==> config.mk <==
export PLATFORM = sky130hd
export DESIGN_NAME = ddr_dqs_tx_strobe_gen
export DESIGN_NICKNAME = d
export VERILOG_FILES = /design/src/rtl/ddr_dqs_tx_strobe_gen.sv
export SDC_FILE = /design/constraint.sdc
export NUM_CORES = 1
export LEC_CHECK = 0
export CAP_MARGIN = 10
export CORE_ASPECT_RATIO = 1.25
export CORE_MARGIN = 3
export CORE_UTILIZATION = 59
export CTS_CLUSTER_DIAMETER = 50
export CTS_CLUSTER_SIZE = 25
export DETAILED_ROUTE_END_ITERATION = 10
export HOLD_SLACK_MARGIN = 0.15
export PLACE_DENSITY = 0.84
export RECOVER_POWER = 50
export SKIP_CTS_REPAIR_TIMING = 1
export SYNTH_ARGS = -nofsm -noshare
export SYNTH_HDL_FRONTEND = slang
export SYNTH_SLANG_ARGS = --single-unit
==> constraint.sdc <==
create_clock -name i_clk -period 6.05 [get_ports i_clk]
set_clock_uncertainty 0.15 [all_clocks]
set_input_delay 1.21 -clock i_clk [delete_from_list [all_inputs] [get_ports i_clk]]
set_output_delay 1.21 -clock i_clk [all_outputs]
set_load 0.005 [all_outputs]
==> src/rtl/ddr_dqs_tx_strobe_gen.sv <==
// Write-direction DQS strobe generator: turns one accepted write-burst request into the
// per-clock two-phase DQS_t/DQS_c pattern plus driver enable (preamble, burst, postamble).
module ddr_dqs_tx_strobe_gen #(
   parameter int CNTW = 6,
   parameter int PLW  = 2
) (
   input  logic            i_clk,
   input  logic            i_rst_n,
   input  logic            i_wr_vld,
   output logic            o_wr_rdy,
   input  logic [CNTW-1:0] i_wr_len,
   input  logic [PLW-1:0]  i_pre_static,
   input  logic [PLW-1:0]  i_pre_tgl,
   input  logic [PLW-1:0]  i_post_len,
   input  logic            i_sw_ovr,
   input  logic            i_sw_val,
   output logic [1:0]      o_dqs_t,
   output logic [1:0]      o_dqs_c,
   output logic            o_oe,
   output logic            o_busy
);

   typedef enum logic [2:0] {
      ST_IDLE   = 3'd0,
      ST_LAUNCH = 3'd1,
      ST_PRE_S  = 3'd2,
      ST_PRE_T  = 3'd3,
      ST_BURST  = 3'd4,
      ST_POST   = 3'd5
   } state_t;

   localparam logic [1:0] PAT_STATIC_T = 2'b00;
   localparam logic [1:0] PAT_TOGGLE_T = 2'b01;

   // Length fields count clocks; the counter holds clocks remaining after the current one.
   function automatic logic [CNTW-1:0] fld_m1(input logic [PLW-1:0] fld);
      return CNTW'(fld) - CNTW'(1'b1);
   endfunction

   function automatic logic [CNTW-1:0] len_m1(input logic [CNTW-1:0] len);
      logic [CNTW-1:0] res;
      if (len == {CNTW{1'b0}}) begin
         res = {CNTW{1'b0}};
      end else begin
         res = len - CNTW'(1'b1);
      end
      return res;
   endfunction

   state_t          state_q, state_d;
   logic [CNTW-1:0] cnt_q, cnt_d;
   logic [CNTW-1:0] len_q, len_d;
   logic [PLW-1:0]  pre_s_q, pre_s_d;
   logic [PLW-1:0]  pre_t_q, pre_t_d;
   logic [PLW-1:0]  post_q, post_d;
   logic [1:0]      dqs_t_q, dqs_t_d;
   logic [1:0]      dqs_c_q, dqs_c_d;
   logic            oe_q, oe_d;
   logic            rdy_q, rdy_d;
   logic            busy_q, busy_d;
   logic            accept_s;
   logic            cnt_zero_s;

   assign accept_s   = i_wr_vld & rdy_q & ~i_sw_ovr;
   assign cnt_zero_s = (cnt_q == {CNTW{1'b0}});

   // Next-state, counter and request-field latching.
   always_comb begin
      state_d = state_q;
      cnt_d   = cnt_q;
      len_d   = len_q;
      pre_s_d = pre_s_q;
      pre_t_d = pre_t_q;
      post_d  = post_q;
      if (i_sw_ovr) begin
         state_d = ST_IDLE;
         cnt_d   = {CNTW{1'b0}};
      end else begin
         case (state_q)
            ST_IDLE: begin
               if (accept_s) begin
                  len_d   = i_wr_len;
                  pre_s_d = i_pre_static;
                  pre_t_d = i_pre_tgl;
                  post_d  = i_post_len;
                  state_d = ST_LAUNCH;
                  cnt_d   = {CNTW{1'b0}};
               end else begin
                  state_d = ST_IDLE;
                  cnt_d   = {CNTW{1'b0}};
               end
            end
            // One registered stage between accept and the first strobe clock.
            ST_LAUNCH: begin
               if (pre_s_q != {PLW{1'b0}}) begin
                  state_d = ST_PRE_S;
                  cnt_d   = fld_m1(pre_s_q);
               end else if (pre_t_q != {PLW{1'b0}}) begin
                  state_d = ST_PRE_T;
                  cnt_d   = fld_m1(pre_t_q);
               end else begin
                  state_d = ST_BURST;
                  cnt_d   = len_m1(len_q);
               end
            end
            ST_PRE_S: begin
               if (!cnt_zero_s) begin
                  cnt_d = cnt_q - CNTW'(1'b1);
               end else if (pre_t_q != {PLW{1'b0}}) begin
                  state_d = ST_PRE_T;
                  cnt_d   = fld_m1(pre_t_q);
               end else begin
                  state_d = ST_BURST;
                  cnt_d   = len_m1(len_q);
               end
            end
            ST_PRE_T: begin
               if (!cnt_zero_s) begin
                  cnt_d = cnt_q - CNTW'(1'b1);
               end else begin
                  state_d = ST_BURST;
                  cnt_d   = len_m1(len_q);
               end
            end
            ST_BURST: begin
               if (!cnt_zero_s) begin
                  cnt_d = cnt_q - CNTW'(1'b1);
               end else if (accept_s) begin
                  // Seamless follow-on burst: no pre/postamble between the two.
                  len_d   = i_wr_len;
                  pre_s_d = i_pre_static;
                  pre_t_d = i_pre_tgl;
                  post_d  = i_post_len;
                  state_d = ST_BURST;
                  cnt_d   = len_m1(i_wr_len);
               end else if (post_q != {PLW{1'b0}}) begin
                  state_d = ST_POST;
                  cnt_d   = fld_m1(post_q);
               end else begin
                  state_d = ST_IDLE;
                  cnt_d   = {CNTW{1'b0}};
               end
            end
            ST_POST: begin
               if (!cnt_zero_s) begin
                  cnt_d = cnt_q - CNTW'(1'b1);
               end else begin
                  state_d = ST_IDLE;
                  cnt_d   = {CNTW{1'b0}};
               end
            end
            default: begin
               state_d = ST_IDLE;
               cnt_d   = {CNTW{1'b0}};
            end
         endcase
      end
   end

   // Output decode from the next state so every output is a flop aligned with state_q.
   always_comb begin
      dqs_t_d = PAT_STATIC_T;
      oe_d    = 1'b0;
      case (state_d)
         ST_IDLE, ST_LAUNCH: begin
            dqs_t_d = PAT_STATIC_T;
            oe_d    = 1'b0;
         end
         ST_PRE_S: begin
            dqs_t_d = PAT_STATIC_T;
            oe_d    = 1'b1;
         end
         ST_PRE_T, ST_BURST, ST_POST: begin
            dqs_t_d = PAT_TOGGLE_T;
            oe_d    = 1'b1;
         end
         default: begin
            dqs_t_d = PAT_STATIC_T;
            oe_d    = 1'b0;
         end
      endcase
      rdy_d  = (state_d == ST_IDLE) |
               ((state_d == ST_BURST) & (cnt_d == {CNTW{1'b0}}));
      busy_d = (state_d != ST_IDLE);
      if (i_sw_ovr) begin
         dqs_t_d = {2{i_sw_val}};
         oe_d    = 1'b1;
         rdy_d   = 1'b0;
         busy_d  = 1'b0;
      end else begin
         busy_d  = (state_d != ST_IDLE);
      end
      dqs_c_d = ~dqs_t_d;
   end

   // State, counter and latched request fields.
   always_ff @(posedge i_clk or negedge i_rst_n) begin
      if (!i_rst_n) begin
         state_q <= ST_IDLE;
         cnt_q   <= {CNTW{1'b0}};
         len_q   <= {CNTW{1'b0}};
         pre_s_q <= {PLW{1'b0}};
         pre_t_q <= {PLW{1'b0}};
         post_q  <= {PLW{1'b0}};
      end else begin
         state_q <= state_d;
         cnt_q   <= cnt_d;
         len_q   <= len_d;
         pre_s_q <= pre_s_d;
         pre_t_q <= pre_t_d;
         post_q  <= post_d;
      end
   end

   // Registered outputs; reset drops the driver enable immediately.
   always_ff @(posedge i_clk or negedge i_rst_n) begin
      if (!i_rst_n) begin
         dqs_t_q <= 2'b00;
         dqs_c_q <= 2'b11;
         oe_q    <= 1'b0;
         rdy_q   <= 1'b0;
         busy_q  <= 1'b0;
      end else begin
         dqs_t_q <= dqs_t_d;
         dqs_c_q <= dqs_c_d;
         oe_q    <= oe_d;
         rdy_q   <= rdy_d;
         busy_q  <= busy_d;
      end
   end

   assign o_dqs_t  = dqs_t_q;
   assign o_dqs_c  = dqs_c_q;
   assign o_oe     = oe_q;
   assign o_wr_rdy = rdy_q;
   assign o_busy   = busy_q;

endmodule
==> metrics.cfg, run 1 <==
[final_layout]
diodes=0
final_cell_mix=26 x dfrtp_1, 21 x clkdlybuf4s50_1, 19 x nor2_1
syn2layout_area_growth_pct=15.62
drive_above_1_share_pct=11.87
final_common_cell=dfrtp_1
final_nets=242

[sta]
finalHoldViolCount=0
period_needed_ns=3.486
whs_ns=0.4144
post-route-period-util_pct=57.62
setup_ws_ns=2.564
finalSetupTns_ns=0
worstMarginPinSlew_ns=1.482
slew_headroom_pct=1.194
rsz0062_at_grt=no
setup_violations=0
maxSlewViolCount=0
fmax_ghz=0.2869

[yosys]
yosysWarnings=0
synthArstFlopShare_pct=100.0
ys_seq_area_share_pct=37.85
syn-instance-count=198
synth_area_um2=1858
synth_top_flop_cell=dfrtp_1
syn-mean-instance-area_um2=9.384
synth_seq_cells=28
synth_cell_types=53
syn_nets=220
synth_edf_count=0

[pwr]
p_leak_nw=0.9240
ir_worst_vdd_uv=246.3
powerDensity_nw_per_um2=367.5

[clocking]
clockBufferDepth=2
numCtsBuffers=3
cts_max_level=1
clock-sinks=28
cts_root_buffer=clkbuf_4
cts_tree=yes
clk_pin_slew_ns=0.15
clk_latency_ns=0.33

[routing]
drt_iter0_drc=98
vias_per_cell=6.310
ant_nets=0
vias=1609
remaining_drc_errors=0
routed_wl_um=4307
dr.pass1.iters=4
wl_per_cell_um=16.89

[floorplan]
die_h_um=68.74
die_x_um=56.20
rows=22
pin_count=24
dieArea_um2=3863
start_util_pct=62.50
core_area_um2=2973

[min_path]
hold_path_class=reg -> reg

[placement]
pre_cts_slack_ns=2.206
dp_hpwl_um=3265
gp_congestion=0.9665
io_buffers=23

[worst_setup_path]
path_max_fanout=6
critPathLaunchType=input port
critPathKind=in -> reg
worst_ep_arrival_time_ns=3.62
crit_required_ns=6.18
cp-end-kind=flop

[global_routing]
grt_max_degree=29
overflow=0
grtUsageTotal_pct=23.79
grt_pass1_wl_um=7238
grt_pass1_vias=1616
antenna_found_initial=0

[status]
status=complete, no violations

[run]
drv_cap=0

## per-layer routing
layer	wire, um	part of all wire, %	vias up	GRT usage [%]
met5	0	0	-	0
li1	-	-	758	-
met2	2265	53	90	44.74
met4	59	1.4	0	8.902
met3	280	6.5	9	2.048
met1	1701	39	752	28.55
## final timing paths
path                                       start                     end  slack [ns]  cells past startpoint
max                                  i_wr_len[2]      o_wr_rdy$_DFF_PN0_        2.56                      8
min                        post_q[1]$_DFFE_PN0P_   post_q[1]$_DFFE_PN0P_        0.41                      1
max reg2reg                   cnt_q[0]$_DFF_PN0_      o_wr_rdy$_DFF_PN0_        3.09                      9
min reg2reg                post_q[1]$_DFFE_PN0P_   post_q[1]$_DFFE_PN0P_        0.41                      1
max in group asynchronous                i_rst_n  pre_s_q[1]$_DFFE_PN0P_        3.31                      2
min in group asynchronous                i_rst_n    state_q[0]$_DFF_PN0_        1.59                      2
## cell families after synthesis
family	after synthesis	synth area share, %
flops	28	37.84
fa+ha+maj	5	3.367
buf+inv	21	5.051
xor+xnor	9	4.243
simple gates	72	20.94
compound gates	51	20.14
mux	12	8.418
## stage by stage
step	area [um2]	std cells	utilization [%]	total power [mW]
6_report	2148	255	72.26	0.7894
5_1_grt	2148	255	72.26	0.8414
4_1_cts	2152	255	72.39	0.7868
3_5_place_dp	2100	251	70.62	0.6639
3_3_place_gp	2100	251	70.62	0.6427
2_1_floorplan	1858	198	-	0.5627
## final cells by class
class,instances,area [um2]
Clock buffer,3,22.52
Clock inverter,1,30.03
Fill cell,242,824.5
Inverter,14,52.55
Multi-Input combinational cell,149,1061
Sequential cell,28,703.2
Tap cell,36,45.04
Timing Repair Buffer,24,234.0
## state kept, by name, indices dropped and copies added (netlist names)
name / count
cnt_q: 6
len_q: 6
o_busy: 1
o_dqs_c: 2
o_dqs_t: 2
o_oe: 1
o_wr_rdy: 1
post_q: 2
pre_s_q: 2
pre_t_q: 2
state_q: 3
## cells in the mapped netlist (5+ instances only)
cell | count | share of area, %
nand3_1 | 5 | 1.3
clkbuf_1 | 5 | 1.0
inv_1 | 14 | 2.8
xnor2_1 | 7 | 3.3
o21ai_0 | 13 | 3.5
nor2_1 | 19 | 3.8
dfrtp_1 | 26 | 35
mux2_4 | 6 | 4.8
ha_1 | 5 | 3.4
a21oi_1 | 7 | 1.9
nor3_1 | 15 | 4.0
nand2_1 | 8 | 1.6
mux2_2 | 5 | 3.0
## power by group
group / internal [mW] / switching (mW)
clock network: 0.0671 / 0.0563
logic: 0.173 / 0.162
registers: 0.244 / 0.0862
total: 0.484 / 0.305
## critical path: stages
cell	delay [ns]
clkdlybuf4s50_1	0.49
or3_4	0.44
o311ai_4	0.30
nor2_1	0.08
o311a_1	0.34
a211o_1	0.26
a2111oi_2	0.35
o21a_1	0.15
No activity file was read; power rests on OpenSTA's default activity.
==> run 2: changes to the inputs <==
--- a/config.mk
+++ b/config.mk
@@ -8,12 +8,12 @@
 export CAP_MARGIN = 10
 export CORE_ASPECT_RATIO = 1.25
 export CORE_MARGIN = 3
-export CORE_UTILIZATION = 59
+export CORE_UTILIZATION = 55
 export CTS_CLUSTER_DIAMETER = 50
 export CTS_CLUSTER_SIZE = 25
 export DETAILED_ROUTE_END_ITERATION = 10
 export HOLD_SLACK_MARGIN = 0.15
-export PLACE_DENSITY = 0.84
+export PLACE_DENSITY = 0.79
 export RECOVER_POWER = 50
 export SKIP_CTS_REPAIR_TIMING = 1
 export SYNTH_ARGS = -nofsm -noshare
==> constraint.sdc (replaced) <==
create_clock -name i_clk -period 3.4 [get_ports i_clk]
set_clock_uncertainty 0.15 [all_clocks]
set_input_delay 0.68 -clock i_clk [delete_from_list [all_inputs] [get_ports i_clk]]
set_output_delay 0.68 -clock i_clk [all_outputs]
set_load 0.005 [all_outputs]
==> run 2 against run 1 <==
Net effect:
- the flow now finishes with violations (max-capacitance violations)
- utilization is 2.7 points lower
- sequential power up 78%
- combinational power up 74%
- clock-buffer cell count rose by 1
- wire length is 1.8% lower
- flip-flop and latch count did not move
- critical endpoint unchanged
- non-clock buffer count is 2 higher
- sequential share of layout area rose by 0.076 points
==> metrics.cfg, run 2 (synthesis results as in run 1) <==
[status]
status=finished with violations
violations=max-capacitance violations

[global_routing]
overflow=0  ; unchanged
grt_pass1_vias=1587  ; -1.8%
grt_max_degree=29  ; unchanged
antenna_found_initial=0  ; unchanged
grt_pass1_wl_um=7113  ; -1.7%
grtUsageTotal_pct=21.98  ; -1.8 points

[sta]
finalSetupTns_ns=0  ; unchanged
period_needed_ns=2.967
maxSlewViolCount=0  ; unchanged
post-route-period-util_pct=87.26
fmax_ghz=0.3370
worstMarginPinSlew_ns=1.498  ; +0.01603 ns
slew_headroom_pct=0.1252  ; -1.1 points
rsz0062_at_grt=no
setup_violations=0  ; unchanged
finalHoldViolCount=0  ; unchanged

[min_path]
hold_path_depth=1  ; unchanged
hold_path_class=reg -> reg

[worst_setup_path]
critical_path_depth=9  ; +1
crit_required_ns=3.52  ; -2.66 ns
cp-end-kind=flop
reg2reg_to=o_wr_rdy$_DFF_PN0_
crit_path_end=o_wr_rdy$_DFF_PN0_
reg2reg_setup_slack_ns=0.43  ; -2.66 ns
cp_common_cell=o21a_1
r2r-start=cnt_q[0]$_DFF_PN0_
worstPathCellList=inv_1, ha_1, or4b_4, or2_4, o21a_1, a21oi_1, o2111ai_1, a2111oi_2, o21a_1
critPathLaunchType=flop
crit_path_max_incr_delay_ns=0.49  ; about the same
r2r_cells=9  ; unchanged
path_max_fanout=12  ; +6
slowest_stage=or4b_4
worst_ep_arrival_time_ns=3.09  ; -0.53 ns
path_delay_family=compound AO/OA/AOI/OAI gates
critPathKind=reg -> reg
worst-path-buf-inv=1  ; unchanged
cp-startpoint=cnt_q[0]$_DFF_PN0_

[pwr]
ir_worst_vdd_uv=420.1  ; +71%
p_leak_nw=0.9258  ; +0.19%
total_power_mw=1.334  ; +69%
powerDensity_nw_per_um2=622.6  ; +69%

[final_layout]
syn2layout_area_growth_pct=15.35
drive_above_1_share_pct=12.22  ; +0.35 points
final_nets=244  ; +0.83%
instances_no_fill=257  ; +0.78%
diodes=0  ; unchanged
final_common_cell=dfrtp_1
fillers=254  ; +5.0%
final_cell_mix=26 x dfrtp_1, 20 x clkdlybuf4s50_1, 19 x nor2_1
multi_input_area_um2=1061  ; unchanged
area.sequential_um2=703.2  ; unchanged
top_regs=cnt_q: 6 flops, len_q: 6 flops, state_q: 3 flops

[clocking]
cts_max_level=1  ; unchanged
clock-sinks=28  ; unchanged
cts_tree=yes
clockBufferDepth=2  ; unchanged
clk_latency_ns=0.32  ; about the same
numCtsBuffers=3  ; unchanged
clk_pin_slew_ns=0.15  ; about the same
cts_root_buffer=clkbuf_4

[placement]
gp_congestion=0.8888  ; -8.0%
dp_hpwl_um=3251  ; -0.44%
dp.cells=253  ; +0.80%
io_buffers=23  ; unchanged

[routing]
wl_per_cell_um=16.46  ; -2.5%
vias=1637  ; +1.7%
drt_iter0_drc=94  ; -4.1%
remaining_drc_errors=0  ; unchanged
ant_nets=0  ; unchanged
dr.pass1.iters=4  ; unchanged
vias_per_cell=6.370  ; +0.95%
routed_wl_um=4231  ; -1.8%

[floorplan]
die_x_um=57.99  ; +3.2%
dieArea_um2=4116  ; +6.6%
rows=22  ; unchanged
pin_count=24  ; unchanged
die_h_um=70.99  ; +3.3%
core_area_um2=3083  ; +3.7%
start_util_pct=60.27  ; -2.2 points

[run]
drv_cap=1  ; +1

[run 2: cell types whose count changed in the layout (fill, tap and decap cells not counted), sizes merged]
cell,before,now
clkbuf,4,6
buf,0,1
dlygate4sd3,2,3
clkdlybuf4s50,21,20
bufinv,1,0
[run 2: final cells by class]
| type | instances | share of cell area, % |
|---|---|---|
| inverter | 14 | 2.452 |
| sequential | 28 | 32.81 |
| clock buffer | 4 | 1.693 |
| tap | 36 | 2.102 |
| timing repair buffer | 26 | 11.44 |
| multi-input combinational | 149 | 49.50 |
[run 2: routing by layer]
layer / track usage, % / part of all wire [%] / vias up
li1: - / - / 763
met1: 27.84 / 40 / 780
met2: 37.19 / 51 / 80
met3: 2.737 / 6.0 / 14
met4: 9.278 / 3.2 / 0
met5: 0 / 0 / -
[run 2: how the worst min path moves through the flow]
stage	start	to	slack, ns
2_1_floorplan	i_rst_n	cnt_q[0]$_DFF_PN0_	0.23
3_3_place_gp	post_q[1]$_DFFE_PN0P_	post_q[1]$_DFFE_PN0P_	0.37
3_5_place_dp	post_q[1]$_DFFE_PN0P_	post_q[1]$_DFFE_PN0P_	0.38
4_1_cts	post_q[1]$_DFFE_PN0P_	post_q[1]$_DFFE_PN0P_	0.41
5_1_grt	post_q[1]$_DFFE_PN0P_	post_q[1]$_DFFE_PN0P_	0.43
6_report	post_q[1]$_DFFE_PN0P_	post_q[1]$_DFFE_PN0P_	0.42
[run 2: per-stage QoR]
stage	util, %	hold slack (ns)	worst slack [ns]	area (um2)
after floorplan	-	0.2344	0.7240	1858
after global placement	68.59	0.3749	0.2000	2115
after detailed placement	68.59	0.3821	0.1577	2115
after CTS	69.76	0.4147	0.4488	2151
after global routing	69.52	0.4299	0.2422	2143
final	69.52	0.4213	0.4330	2143
[run 2: power by group]
part	internal [mW]	switching [mW]	total, mW	leakage (nW)
Sequential	0.434	0.152	0.587	0.353
Combinational	0.308	0.277	0.586	0.552
Clock	0.0655	0.0968	0.162	0.0210
